--- src/rtl/myniosiicpu_sysid_pkg.sv ---
// Shared types and constants for the system-ID boot checker.
// Latency: n/a (declarations only).
// Backpressure: n/a.
package myniosiicpu_sysid_pkg;

   typedef enum logic [2:0] {
      ST_SETTLE  = 3'd0,
      ST_RD_ID   = 3'd1,
      ST_RD_TS   = 3'd2,
      ST_COMPARE = 3'd3,
      ST_PASS    = 3'd4,
      ST_FAIL    = 3'd5
   } state_e;

   localparam logic [31:0] DEF_EXPECTED_ID = 32'h0000_0000;
   localparam logic [31:0] DEF_EXPECTED_TS = 32'h5A44_6F3A;

   // Word addresses inside the sysid slave.
   localparam logic ID_ADDR = 1'b0;
   localparam logic TS_ADDR = 1'b1;

endpackage

--- src/rtl/myniosiicpu_sysid_rd.sv ---
// Single-word Avalon-MM read engine with a waitrequest stall timeout.
// Latency: done/timed_out flag in the cycle the slave accepts or the stall limit is reached.
// Backpressure: holds read/address while waitrequest is high, for at most WAIT_TIMEOUT cycles.
module myniosiicpu_sysid_rd
   import myniosiicpu_sysid_pkg::*;
#(
   parameter int WAIT_TIMEOUT = 255
) (
   input  logic        clk_i,
   input  logic        rst_n_i,
   input  logic        go_i,
   input  logic        addr_i,
   output logic        done_o,
   output logic [31:0] data_o,
   output logic        timed_out_o,
   output logic        avm_read_o,
   output logic        avm_address_o,
   input  logic [31:0] avm_readdata_i,
   input  logic        avm_waitrequest_i
);

   localparam logic [15:0] STALL_LAST = 16'(WAIT_TIMEOUT - 1);

   logic [15:0] stall_q, stall_d;

   // go/addr come straight from registers in the sequencer, so the bus stays glitch-free.
   assign avm_read_o    = go_i;
   assign avm_address_o = addr_i;
   assign data_o        = avm_readdata_i;
   assign done_o        = go_i & ~avm_waitrequest_i;
   assign timed_out_o   = go_i & avm_waitrequest_i & (stall_q == STALL_LAST);

   // Count consecutive stalled cycles; any accept, abort or idle cycle restarts the count.
   always_comb begin
      stall_d = '0;
      if (go_i && avm_waitrequest_i && !timed_out_o)
         stall_d = stall_q + 16'd1;
   end

   // Stall counter register.
   always_ff @(posedge clk_i or negedge rst_n_i) begin
      if (!rst_n_i) stall_q <= '0;
      else          stall_q <= stall_d;
   end

endmodule

--- config.mk ---
export PLATFORM = sky130hd
export DESIGN_NAME = myniosiicpu_sysid_rd
export DESIGN_NICKNAME = d
export VERILOG_FILES = /design/src/rtl/myniosiicpu_sysid_pkg.sv /design/src/rtl/myniosiicpu_sysid_rd.sv
export SDC_FILE = /design/constraint.sdc
export NUM_CORES = 1
export LEC_CHECK = 0
export BUFFER_PORTS_ARGS = -buffer_cell sky130_fd_sc_hd__buf_2
export CORE_MARGIN = 5
export CORE_UTILIZATION = 37
export DETAILED_ROUTE_END_ITERATION = 8
export HOLD_SLACK_MARGIN = 0.15
export PLACE_DENSITY = 0.78
export REMOVE_ABC_BUFFERS = 1
export SYNTH_ARGS = -nofsm -noshare
export SYNTH_HDL_FRONTEND = slang
export SYNTH_SLANG_ARGS = --single-unit
--- constraint.sdc ---
create_clock -name clk_i -period 1.3 [get_ports clk_i]
set_input_delay 0.195 -clock clk_i [delete_from_list [all_inputs] [get_ports clk_i]]
set_output_delay 0.195 -clock clk_i [all_outputs]
set_load 0.01 [all_outputs]
* After elaboration in Yosys (flattened, before gate mapping)
Index checks and enable logic that the tools add are counted.
Widths: inputs -> output; s select.
** Operators by class
- Bitwise logic cells :: 4
- $add $sub $neg :: 1
- Mux-type cells :: 1
- Eq/ne operators :: 1
- Reductions and logical operators :: 3
** Operators by type and width (number)
- $add 16x1->16 const B :: 1
- $eq 16x8->1 const B :: 1
- $mux 16 :: 1
- $and 1x1->1 :: 3
- $logic_and 1x1->1 :: 2
- $logic_not 1->1 :: 1
- $not 1->1 :: 1
** Word-level totals
- Output and inout port bits :: 36
- Word-level logic and storage cells :: 11
- Bits in registers :: 16
- Bits of input ports :: 37

* Longest topological paths before layout
Gate-level depths: netlist (run 1).
- Word-level depth :: 5
- Gate-level depth with buffers :: 7
- Gate-level depth less buffers :: 6

* Least setup slack after synthesis (run 1)
No wires, ideal clock.
- Kind :: reg-to-reg
- Start :: register stall_q[0]
- End :: register stall_q[14]
- Buffers on the path :: 1
- Data required time :: 1181 ps
- Period minus slack after synthesis :: 1398 ps
- Cell stages (with the launch flop) :: 8
- Arrival :: 1279 ps
- Path slack :: -98 ps
- Library setup time :: 119 ps
- Cells stage by stage :: dfrtp_1 -> inv_1 -> ha_1 -> nor4b_1 -> nand4_1 -> nand3_2 -> buf_6 -> nor2_1
** Between the ends
- Longest elaborated chain between the ends :: 5
- Elaborated cells between the ends (all ways) :: 6
- Those cells by class :: add/sub (1); eq/ne (1); mux (1); bitwise (1); reduce/logical (2)
** RTL lines
- start: declaration :: line myniosiicpu_sysid_rd.sv:24 : logic [15:0] stall_q, stall_d;
- start signal: assignment :: line myniosiicpu_sysid_rd.sv:43 : else stall_q <= stall_d;
- parallel branches: the longest is 4 deep, another holds $add 16x1->16
- $mux 16 * :: line myniosiicpu_sysid_rd.sv:36 : if (go_i && avm_waitrequest_i && !timed_out_o)
- via stall_d[14] :: line myniosiicpu_sysid_rd.sv:24
Mark *: on every way through the listed nets, which the timed path passes.

* Final worst setup path (run 1)
- Start :: register stall_q[0]
- End :: output port timed_out_o
** Between the ends
- Longest elaborated chain between the ends :: 2
** RTL lines
- $eq 16x8->1 :: line myniosiicpu_sysid_rd.sv:31 : assign timed_out_o = go_i & avm_waitrequest_i & (stall_q == STALL_LAST);
- $and 1x1->1 :: line myniosiicpu_sysid_rd.sv:31
- end: declaration :: line myniosiicpu_sysid_rd.sv:15 : output logic timed_out_o,
Every way passes these cells.

==> results of run 1 <==
routing by layer:
layer,global-route usage (%),up-vias
met1,20.36,382
met3,13.99,6
met4,6.860,2
met5,12.50,-
met2,19.85,45
li1,-,345
stage by stage:
step,instances,TNS (ns),power (mW)
floorplan,82,-0.9498,0.5269
global placement,132,-1.963,0.5542
detailed placement,132,-3.643,0.5558
CTS,140,-2.127,0.8366
global route,141,-3.695,0.8714
finish,141,-2.058,0.8280
power by group through the flow:
stage	Combinational [mW]	Sequential, mW	Clock, mW
floorplan	0.0135	0.513	0
global placement	0.0419	0.512	0
detailed placement	0.0430	0.513	0
CTS	0.0614	0.502	0.273
global route	0.0685	0.503	0.300
finish	0.0621	0.502	0.264
cell usage after synthesis:
library cell,n
sky130_fd_sc_hd__nor4b_1,1
sky130_fd_sc_hd__nand3_1,3
sky130_fd_sc_hd__and4_2,1
sky130_fd_sc_hd__nor2_1,17
sky130_fd_sc_hd__nor4_2,3
sky130_fd_sc_hd__nand4_1,6
sky130_fd_sc_hd__or3_1,1
sky130_fd_sc_hd__buf_6,1
sky130_fd_sc_hd__nand2_1,5
sky130_fd_sc_hd__nor2b_1,1
sky130_fd_sc_hd__nand3_2,2
sky130_fd_sc_hd__ha_1,2
sky130_fd_sc_hd__and3_1,1
sky130_fd_sc_hd__nor3_1,3
sky130_fd_sc_hd__dfrtp_1,16
sky130_fd_sc_hd__xnor2_1,9
sky130_fd_sc_hd__xor2_1,5
sky130_fd_sc_hd__inv_1,2
sky130_fd_sc_hd__buf_4,34
sky130_fd_sc_hd__nor4_1,1
sky130_fd_sc_hd__nor2_2,1
sky130_fd_sc_hd__nand4_2,1
sky130_fd_sc_hd__and4bb_2,1
worst max-delay path, cell delays in order, from the launching register on:
cell and delay, ns:
sky130_fd_sc_hd__dfrtp_1 0.39, sky130_fd_sc_hd__inv_1 0.06, sky130_fd_sc_hd__ha_1 0.15, sky130_fd_sc_hd__nor4b_4 0.19
sky130_fd_sc_hd__nand4_1 0.13, sky130_fd_sc_hd__nor2_1 0.10, sky130_fd_sc_hd__buf_2 0.13
final cells by class:
cell class	count	area, µm²
well taps	31	38.79
inverters	2	7.507
multi-input cells	65	524.3
fillers	279	1644
flip-flops and latches	16	400.4
repair buffers	24	167.7
clock buffers	3	22.52
how the worst max path moves through the flow:
stage,from,end,slack [ns],cells past startpoint
5_1_grt,stall_q[0],timed_out_o,-0.45,6
6_report,stall_q[0],timed_out_o,-0.33,6
2_1_floorplan,stall_q[0],stall_q[12],-0.06,5
3_3_place_gp,stall_q[0],stall_q[5],-0.14,6
4_1_cts,stall_q[0],timed_out_o,-0.36,6
3_5_place_dp,stall_q[0],stall_q[6],-0.23,6
what timing repair did:
action                                  4_1_cts  5_1_grt
endpoints found under the hold margin        16        0
buffers inserted                              3        2
cloned                                        1        0
pin swaps                                     6        5
hold buffers                                  1        0
resized for setup                            11        2
endpoints found under the setup margin       17       17
kinds of logic (layout without fill, tap and decap cells):
group / after synthesis / after routing
simple gates: 48 / 49
buf+inv: 37 / 29
fa+ha+maj: 2 / 2
xor+xnor: 14 / 14
flops: 16 / 16
==> results.md, run 1 <==
- Final setup violation count: 17
- Maximum number of pins on one net before global-route repair: 17
- Adder-cell share of the synthesized area: 2.265%
- Clk Latency, worst-skew pair: 0.29 ns
- Main combinational cell family by area after synthesis: simple AND/OR/NAND/NOR gates
- Setup slack on the worst flop-to-flop path: -0.17 ns
- Die width: 64.65 µm
- Violations in the final reports: negative setup slack
- Leading cell types by total area after synthesis: sky130_fd_sc_hd__dfrtp_1 36%, sky130_fd_sc_hd__buf_4 23%, sky130_fd_sc_hd__xnor2_1 7.1%, sky130_fd_sc_hd__nor2_1 5.8%, sky130_fd_sc_hd__xor2_1 4.0%
- Post-DP Area: 1005 µm²
- CTS Buf Count: 3
- Largest area contributor in the synthesized netlist: sky130_fd_sc_hd__dfrtp_1
- Outcome: finished with violations
- Placer Congestion: 0.7735
- Reg-to-reg endpoint: stall_q[12]
- Flop pwr share: 60.6%
- Count of yosys warnings during synthesis: 0
- Number of global-route vias before repair: 832
- Worst slew pin tran: 0.3694 ns
- Worst hold stages: 3
- H-Tree Level Count: 1
- Root buf cell: sky130_fd_sc_hd__clkbuf_4
- Vias per cell: 5.532
- Clk slew on worst S/H paths: 0.09 ns
- Placement Rows: 19
- Combinational group share of total power: 7.5%
- Class of the tightest hold or removal check: primary input to flip-flop
- Fraction of the cycle the final worst path needs: 125.6%
- Flip-flop and latch count after synthesis: 16
- TritonCTS clock tree: yes
- Dpl ws: -0.2304 ns
- Post-layout minimum cycle time: 1.633 ns
- Pwr/cell area: 713.1 nW/µm²
- Commonest cells after routing, fill and taps aside: 17 x sky130_fd_sc_hd__nor2_1, 17 x sky130_fd_sc_hd__buf_4, 16 x sky130_fd_sc_hd__dfrtp_1
- Standard cell core area: 2805 µm²
- Total I/O pin count: 73
- F_max: 612.5 MHz
- Layout Utilization: 41.39%
- Type of origin of the critical path: flip-flop
- Register with the most flip-flops: stall_q
- CP required: 1.11 ns
- Proportion of synthesized chip area in sequential cells: 36.24%
- Final clock skew: 0.008842 ns
- First-pass GRT wire length: 4.968 mm
- Final worst setup slack: -0.3326 ns
- Cells after synthesis: 117
- Ratio of cells with drive above 1 in the final layout: 37.27%
- Post-synthesis share of cell area spent on xor and xnor gates: 11.10%
- Internal Power: 0.6313 mW
- Largest registers: stall_q (16)
- Share of synthesized cell area in and, or, nand and nor gates: 25.59%
- Maximum count of clock buffers along a single path: 2
- GRT Residual Overflow: 0
- Average cell area after synthesis: 9.443 µm²
- Portion of netlist area occupied by mux cells: 0%
- Worst-case headroom to the max-slew limit: 75.30%
- Flip-flop count of the largest register, all copies and words added: 16
- Launch instance of the worst min-delay path: go_i
- DRC violations left: 0
- Number of antenna violations at the first check in global routing: 0
- Layout Area Growth over Synthesis: 5.096%
- Max-capacitance violation count: 0
- First DRT Iteration DRCs: 18
- Number of nets in the layout: 151
- Total number of vias: 780
- ANT nets after route: 0
- Compound-Gate Fraction of Synth Area: 0%
- WL per Instance: 23.04 µm
- Synthesized cell area: 1105 µm²
- Antenna diode count: 0
- Router iterations before antenna repair: 3
- Source of the worst register-to-register timing path: stall_q[1]
- Unrepaired setup endpoints after global routing: yes
- Port Buffer Count: 6
- Starting density of the core: 39.38%
- Total wire length after detailed routing: 3.248 mm
- Overall Global Routing Usage: 16.78%
- Kind of end point of the critical path: primary output
- Unique masters post-synth: 23
- Largest voltage drop on the vdd net: 186.7 µV
- Crit-path max FO: 2
- Met1 WL: 1.446 mm
- Sinks on Clock Net: 16
- Post-Route Hold Slack: 0.2581 ns
- Routed length on met2: 1.240 mm
- Finished layout cell area: 1161 µm²
- Slew Viols, Final: 0
- Arrival time at the worst endpoint: 1.44 ns
- Worst R2R Path Depth: 6
- Die Outline Area: 4179 µm²
- Number of hold-slack violations in the final timing report: 0
- Highest metal used: met5
- Area share of the largest cell type after synthesis: 36.24%
- Routed wl met3: 501 µm
- Sw frac: 23.76%
- Psw: 0.1968 mW
- Classification of the worst setup path: flip-flop to primary output
- Capture endpoint of the worst hold path: stall_q[4]
- Half-perimeter wire length after detailed placement: 2.324 mm
- Leakage: 0.4961 nW
- Clock network power share: 31.9%
- Die height: 64.65 µm
Power figures use the tool's default switching activity.
==> run 2: changes to the inputs <==
--- a/config.mk
+++ b/config.mk
@@ -6,8 +6,10 @@
 export NUM_CORES = 1
 export LEC_CHECK = 0
 export BUFFER_PORTS_ARGS = -buffer_cell sky130_fd_sc_hd__buf_2
+export CELL_PAD_IN_SITES_DETAIL_PLACEMENT = 0
+export CELL_PAD_IN_SITES_GLOBAL_PLACEMENT = 1
 export CORE_MARGIN = 5
-export CORE_UTILIZATION = 37
+export CORE_UTILIZATION = 26
 export DETAILED_ROUTE_END_ITERATION = 8
 export HOLD_SLACK_MARGIN = 0.15
 export PLACE_DENSITY = 0.78
==> results.md, run 2 (synthesis results as in run 1) <==
- Outcome: finished with violations (unchanged)
- Violations in the final reports: negative setup slack (unchanged)
- Leading cell type in the layout, fill and taps excluded: sky130_fd_sc_hd__buf_4
- Antenna diode count: 0 (unchanged)
- Final worst setup slack: -0.4311 ns (was -0.3326 ns)
- Half-perimeter wire length after detailed placement: 2.408 mm (was 2.324 mm)
- Worst slew pin tran: 0.3904 ns (was 0.3694 ns)
- Max-capacitance violation count: 0 (unchanged)
- Fraction of the cycle the final worst path needs: 133.2% (was 125.6%)
- Post-Route Hold Slack: 0.3055 ns (was 0.2581 ns)
- Clk Latency, worst-skew pair: 0.25 ns (was 0.29 ns)
- GRT Residual Overflow: 0 (unchanged)
- Worst hold stages: 3 (unchanged)
- Sinks on Clock Net: 16 (unchanged)
- Standard cell core area: 4058 µm² (was 2805 µm²)
- Starting density of the core: 27.23% (was 39.38%)
- H-Tree Level Count: 1 (unchanged)
- Sw frac: 22.12% (was 23.76%)
- Internal Power: 0.7964 mW (was 0.6313 mW)
- Flop pwr share: 49.1% (was 60.6%)
- Flip-flop count of the largest register, all copies and words added: 16 (unchanged)
- Slew Viols, Final: 0 (unchanged)
- Crit path cell chain: inv_1, ha_1, nor4b_4, nand4_1, nor2_1, buf_2 (unchanged)
- Worst R2R Path Depth: 8 (was 6)
- Commonest cells after routing, fill and taps aside: 26 x sky130_fd_sc_hd__buf_4, 16 x sky130_fd_sc_hd__dfrtp_1, 12 x sky130_fd_sc_hd__nor2_2 (was 17 x sky130_fd_sc_hd__nor2_1, 17 x sky130_fd_sc_hd__buf_4, 16 x sky130_fd_sc_hd__dfrtp_1)
- Arrival time at the worst endpoint: 1.54 ns (was 1.44 ns)
- WL per Instance: 19.95 µm (was 23.04 µm)
- Final setup violation count: 17 (unchanged)
- Number of nets in the layout: 160 (was 151)
- Classification of the worst setup path: flip-flop to primary output (unchanged)
- Psw: 0.2263 mW (was 0.1968 mW)
- Placement Rows: 23 (was 19)
- Die width: 75.19 µm (was 64.65 µm)
- Largest voltage drop on the vdd net: 253.2 µV (was 186.7 µV)
- Clk slew on worst S/H paths: 0.07 ns (was 0.09 ns)
- CP required: 1.11 ns (about the same)
- Vias per cell: 4.782 (was 5.532)
- Pwr/cell area: 779.2 nW/µm² (was 713.1 nW/µm²)
- Port Buffer Count: 6 (unchanged)
- Router iterations before antenna repair: 4 (was 3)
- Post-DP Area: 1089 µm² (was 1005 µm²)
- Root buf cell: sky130_fd_sc_hd__clkbuf_8 (was sky130_fd_sc_hd__clkbuf_4)
- Combinational group share of total power: 7.0% (was 7.5%)
- Leakage: 0.5457 nW (was 0.4961 nW)
- Die height: 75.19 µm (was 64.65 µm)
- Maximum number of pins on one net before global-route repair: 17 (unchanged)
- ANT nets after route: 0 (unchanged)
- First DRT Iteration DRCs: 44 (was 18)
- Kind of end point of the critical path: primary output (unchanged)
- Worst-case headroom to the max-slew limit: 73.98% (was 75.30%)
- TritonCTS clock tree: yes (unchanged)
- Type of origin of the critical path: flip-flop (unchanged)
- Final clock skew: 0.0008722 ns (was 0.008842 ns)
- Total number of vias: 813 (was 780)
- Class of the tightest hold or removal check: primary input to flip-flop (unchanged)
- Register with the most flip-flops: stall_q (unchanged)
- Number of hold-slack violations in the final timing report: 0 (unchanged)
- Largest registers: stall_q (16) (unchanged)
- Ratio of cells with drive above 1 in the final layout: 51.67% (was 37.27%)
- Finished layout cell area: 1313 µm² (was 1161 µm²)
- Total I/O pin count: 73 (unchanged)
- Placer Congestion: 0.7989 (was 0.7735)
- First-pass GRT wire length: 5.375 mm (was 4.968 mm)
- F_max: 577.7 MHz (was 612.5 MHz)
- Setup total negative slack: -4.744 ns (was -2.058 ns)
- Total wire length after detailed routing: 3.392 mm (was 3.248 mm)
- Number of antenna violations at the first check in global routing: 0 (unchanged)
- Post-layout minimum cycle time: 1.731 ns (was 1.633 ns)
- Overall Global Routing Usage: 13.43% (was 16.78%)
- Layout Area Growth over Synthesis: 18.80% (was 5.096%)
- DRC violations left: 0 (unchanged)
- Die Outline Area: 5653 µm² (was 4179 µm²)
- CTS Buf Count: 3 (unchanged)
- Maximum count of clock buffers along a single path: 2 (unchanged)
- Crit-path max FO: 2 (unchanged)
- Unrepaired setup endpoints after global routing: yes (unchanged)
- Number of global-route vias before repair: 912 (was 832)
- Clock network power share: 43.9% (was 31.9%)
- Highest cell delay on the worst timing path: 0.38 ns (was 0.39 ns)
- Highest-delay cell along the critical path: sky130_fd_sc_hd__dfrtp_1 (unchanged)
[run 2: repair_timing]
action | in CTS | in global routing
setup buffers | 3 | 2
pin swaps | 20 | 3
endpoints found under the hold margin | 16 | 0
gates cloned | 1 | 0
setup endpoints to repair | 17 | 17
gates resized for setup | 15 | 9
hold buffers | 1 | 0
[run 2: power by group through the flow]
stage | Combinational, mW | Sequential, mW | Clock [mW]
floorplan | 0.0135 | 0.513 | 0
global placement | 0.0452 | 0.512 | 0
CTS | 0.0657 | 0.502 | 0.458
finish | 0.0717 | 0.502 | 0.449
detailed placement | 0.0466 | 0.513 | 0
global route | 0.0786 | 0.502 | 0.478
[run 2: per-stage QoR]
stage	power (mW)	cells	util, %	worst slack, ns
after detailed placement	0.5592	159	26.83	-0.2034
after global routing	1.059	170	32.35	-0.4820
after CTS	1.025	168	31.27	-0.2828
final	1.023	170	32.35	-0.4311
after global placement	0.5576	159	26.83	-0.1382
after floorplan	0.5269	82	-	-0.06082
[run 2: critical path, delay by kind of cell, from the launching register on]
family                   cells  cell delay [ns]
adder cells (fa/ha/maj)      1             0.14
buffers and inverters        2             0.23
flip-flops                   1             0.38
AND/OR/NAND/NOR              3             0.54
[run 2: cell type report]
| class | instances | area, µm² |
|---|---|---|
| clock buffer | 4 | 55.05 |
| tap | 50 | 62.56 |
| sequential | 16 | 400.4 |
| timing repair buffer | 33 | 235.2 |
| fill | 399 | 2745 |
| inverter | 2 | 7.507 |
| multi-input combinational | 65 | 551.8 |
[run 2: path summary, 6_finish.rpt]
kind	endpoint	slack [ns]	start
max in group asynchronous	stall_q[2]	0.62	rst_n_i
max	timed_out_o	-0.43	stall_q[0]
max reg2reg	stall_q[12]	-0.29	stall_q[0]
min	stall_q[13]	0.31	go_i
min reg2reg	stall_q[1]	0.58	stall_q[1]
min in group asynchronous	stall_q[13]	0.40	rst_n_i
[run 2: per-layer routing]
metal  track usage (%)  wire, µm
met2             17.31      1400
met5             9.259        30
met3             11.35       534
met4             3.301        37
met1             16.06      1390
==> run 3: changes to the inputs <==
--- a/config.mk
+++ b/config.mk
@@ -13,7 +13,6 @@
 export DETAILED_ROUTE_END_ITERATION = 8
 export HOLD_SLACK_MARGIN = 0.15
 export PLACE_DENSITY = 0.78
-export REMOVE_ABC_BUFFERS = 1
 export SYNTH_ARGS = -nofsm -noshare
 export SYNTH_HDL_FRONTEND = slang
 export SYNTH_SLANG_ARGS = --single-unit
==> results.md, run 3 (synthesis results as in run 1) <==
- Outcome: finished with violations (unchanged)
- Violations in the final reports: negative setup slack (unchanged)
- Final worst setup slack: -0.2779 ns (was -0.4311 ns)
- Largest voltage drop on the vdd net: 260.4 µV (was 253.2 µV)
- Sinks on Clock Net: 16 (unchanged)
- Half-perimeter wire length after detailed placement: 1.747 mm (was 2.408 mm)
- Die width: 75.19 µm (unchanged)
- Overall Global Routing Usage: 8.439% (was 13.43%)
- Total number of vias: 752 (was 813)
- Slew Viols, Final: 0 (unchanged)
- Internal Power: 0.7356 mW (was 0.7964 mW)
- Fraction of the cycle the final worst path needs: 121.4% (was 133.2%)
- Worst slew pin tran: 0.3612 ns (was 0.3904 ns)
- Post-layout minimum cycle time: 1.578 ns (was 1.731 ns)
- Root buf cell: sky130_fd_sc_hd__clkbuf_8 (unchanged)
- Combinational group share of total power: 6.8% (was 7.0%)
- Starting density of the core: 27.23% (unchanged)
- Type of origin of the critical path: flip-flop (unchanged)
- Total wire length after detailed routing: 2.259 mm (was 3.392 mm)
- Final setup violation count: 17 (unchanged)
- Number of hold-slack violations in the final timing report: 0 (unchanged)
- Register with the most flip-flops: stall_q (unchanged)
- Classification of the worst setup path: flip-flop to primary output (unchanged)
- Psw: 0.2031 mW (was 0.2263 mW)
- Post-Route Hold Slack: 0.3509 ns (was 0.3055 ns)
- Crit-path max FO: 2 (unchanged)
- Fillcell total: 429 (was 399)
- Number of global-route vias before repair: 724 (was 912)
- Ratio of cells with drive above 1 in the final layout: 38.94% (was 51.67%)
- Clk Latency, worst-skew pair: 0.25 ns (about the same)
- First DRT Iteration DRCs: 18 (was 44)
- F_max: 633.7 MHz (was 577.7 MHz)
- Leakage: 0.4876 nW (was 0.5457 nW)
- Pwr/cell area: 799.0 nW/µm² (was 779.2 nW/µm²)
- Max-capacitance violation count: 0 (unchanged)
- Placement Rows: 23 (unchanged)
- Capture endpoint of the worst hold path: stall_q[7] (was stall_q[13])
- CTS Buf Count: 3 (unchanged)
- Commonest cells after routing, fill and taps aside: 18 x sky130_fd_sc_hd__buf_4, 16 x sky130_fd_sc_hd__dfrtp_1, 14 x sky130_fd_sc_hd__nor2_1 (was 26 x sky130_fd_sc_hd__buf_4, 16 x sky130_fd_sc_hd__dfrtp_1, 12 x sky130_fd_sc_hd__nor2_2)
- Total I/O pin count: 73 (unchanged)
- Leading cell type in the layout, fill and taps excluded: sky130_fd_sc_hd__buf_4 (unchanged)
- H-Tree Level Count: 1 (unchanged)
- Final total power: 0.9388 mW (was 1.023 mW)
- Largest registers: stall_q (16) (unchanged)
- Layout Area Growth over Synthesis: 6.342% (was 18.80%)
- Die Outline Area: 5653 µm² (unchanged)
- Launch instance of the worst min-delay path: avm_waitrequest_i (was go_i)
- Flop pwr share: 53.6% (was 49.1%)
- First-pass GRT wire length: 3.601 mm (was 5.375 mm)
- Class of the tightest hold or removal check: primary input to flip-flop (unchanged)
- Unrepaired setup endpoints after global routing: yes (unchanged)
- Port Buffer Count: 6 (unchanged)
- Reg-to-reg endpoint: stall_q[12] (unchanged)
- Source of the worst register-to-register timing path: stall_q[0] (unchanged)
- WL per Instance: 13.86 µm (was 19.95 µm)
- DRC violations left: 0 (unchanged)
- Maximum number of pins on one net before global-route repair: 17 (unchanged)
- Die height: 75.19 µm (unchanged)
- Net Count, Synth: 156
- Final clock skew: 0.004564 ns (was 0.0008722 ns)
- Antenna diode count: 0 (unchanged)
- TritonCTS clock tree: yes (unchanged)
- ANT nets after route: 0 (unchanged)
- Flip-flop count of the largest register, all copies and words added: 16 (unchanged)
- Router iterations before antenna repair: 4 (unchanged)
- Setup slack on the worst flop-to-flop path: -0.26 ns (was -0.29 ns)
- CP required: 1.11 ns (about the same)
- Worst-case headroom to the max-slew limit: 75.92% (was 73.98%)
- Placer Congestion: 0.7881 (was 0.7989)
- Clock network power share: 39.5% (was 43.9%)
- Kind of end point of the critical path: primary output (unchanged)
- Sw frac: 21.64% (was 22.12%)
- Worst R2R Path Depth: 9 (was 8)
- Standard cell core area: 4058 µm² (unchanged)
- Number of antenna violations at the first check in global routing: 0 (unchanged)
- GRT Residual Overflow: 0 (unchanged)
- Maximum count of clock buffers along a single path: 2 (unchanged)
- Vias per cell: 4.613 (was 4.782)
- Clk slew on worst S/H paths: 0.06 ns (was 0.07 ns)
- Number of nets in the layout: 154 (was 160)
- Arrival time at the worst endpoint: 1.38 ns (was 1.54 ns)
- Worst hold stages: 4 (was 3)
-- run 3: changes by cell type in the layout (fill, tap and decap cells not counted), sizes merged --
cell | previous run | this run
clkbuf | 4 | 3
nand3 | 6 | 5
buf | 32 | 27
-- run 3: repair_timing --
action | CTS | global route
pin swaps | 2 | 0
hold buffers | 1 | 0
buffers inserted | 3 | 1
endpoints found under the hold margin | 16 | 0
gates cloned | 1 | 0
gates resized for setup | 5 | 3
setup endpoints to repair | 17 | 17
-- run 3: metal layers --
layer | share of wire, % | GRT usage [%] | vias to the layer above
met5 | 0 | 0 | -
met4 | 1.4 | 2.718 | 0
met3 | 13 | 4.539 | 11
met2 | 46 | 13.25 | 29
met1 | 40 | 9.903 | 363
li1 | - | - | 349
-- run 3: worst max path at each step --
stage          slack [ns]  startpoint     endpoint
6_report            -0.28  stall_q[0]  timed_out_o
5_1_grt             -0.34  stall_q[0]  timed_out_o
4_1_cts             -0.28  stall_q[0]  timed_out_o
3_5_place_dp        -0.09  stall_q[0]  timed_out_o
3_3_place_gp        -0.05  stall_q[0]  timed_out_o
2_1_floorplan       -0.04  stall_q[0]  stall_q[14]
-- run 3: area by class of cell --
cell class / count / area, µm² / area share, %
clock buffer: 3 / 41.29 / 3.514
sequential: 16 / 400.4 / 34.08
tap: 50 / 62.56 / 5.325
inverter: 2 / 7.507 / 0.6390
multi-input combinational: 64 / 454.2 / 38.66
timing repair buffer: 28 / 209.0 / 17.78
-- run 3: power by group through the flow --
stage | clock network (mW) | logic [mW] | registers, mW
after global placement | 0 | 0.0470 | 0.513
after floorplan | 0 | 0.125 | 0.514
after CTS | 0.378 | 0.0635 | 0.503
after global routing | 0.410 | 0.0720 | 0.503
after detailed placement | 0 | 0.0485 | 0.513
final | 0.371 | 0.0642 | 0.504
-- run 3: worst max-delay path: stages, from the launching register on --
cell and delay, ns:
sky130_fd_sc_hd__dfrtp_1 0.38, sky130_fd_sc_hd__inv_1 0.06, sky130_fd_sc_hd__ha_1 0.13, sky130_fd_sc_hd__nor4b_2 0.17
sky130_fd_sc_hd__nand4_1 0.15, sky130_fd_sc_hd__nor2_1 0.10, sky130_fd_sc_hd__buf_2 0.13
-- run 3: per-stage QoR --
step	area [µm²]	setup TNS [ns]	setup slack, ns	cells	util [%]
floorplan	1114	-0.4115	-0.04240	117	-
global placement	1060	-0.4533	-0.05181	154	26.12
detailed placement	1060	-1.408	-0.09349	154	26.12
CTS	1160	-4.029	-0.2773	162	28.58
global route	1175	-5.286	-0.3383	163	28.95
finish	1175	-4.188	-0.2779	163	28.95
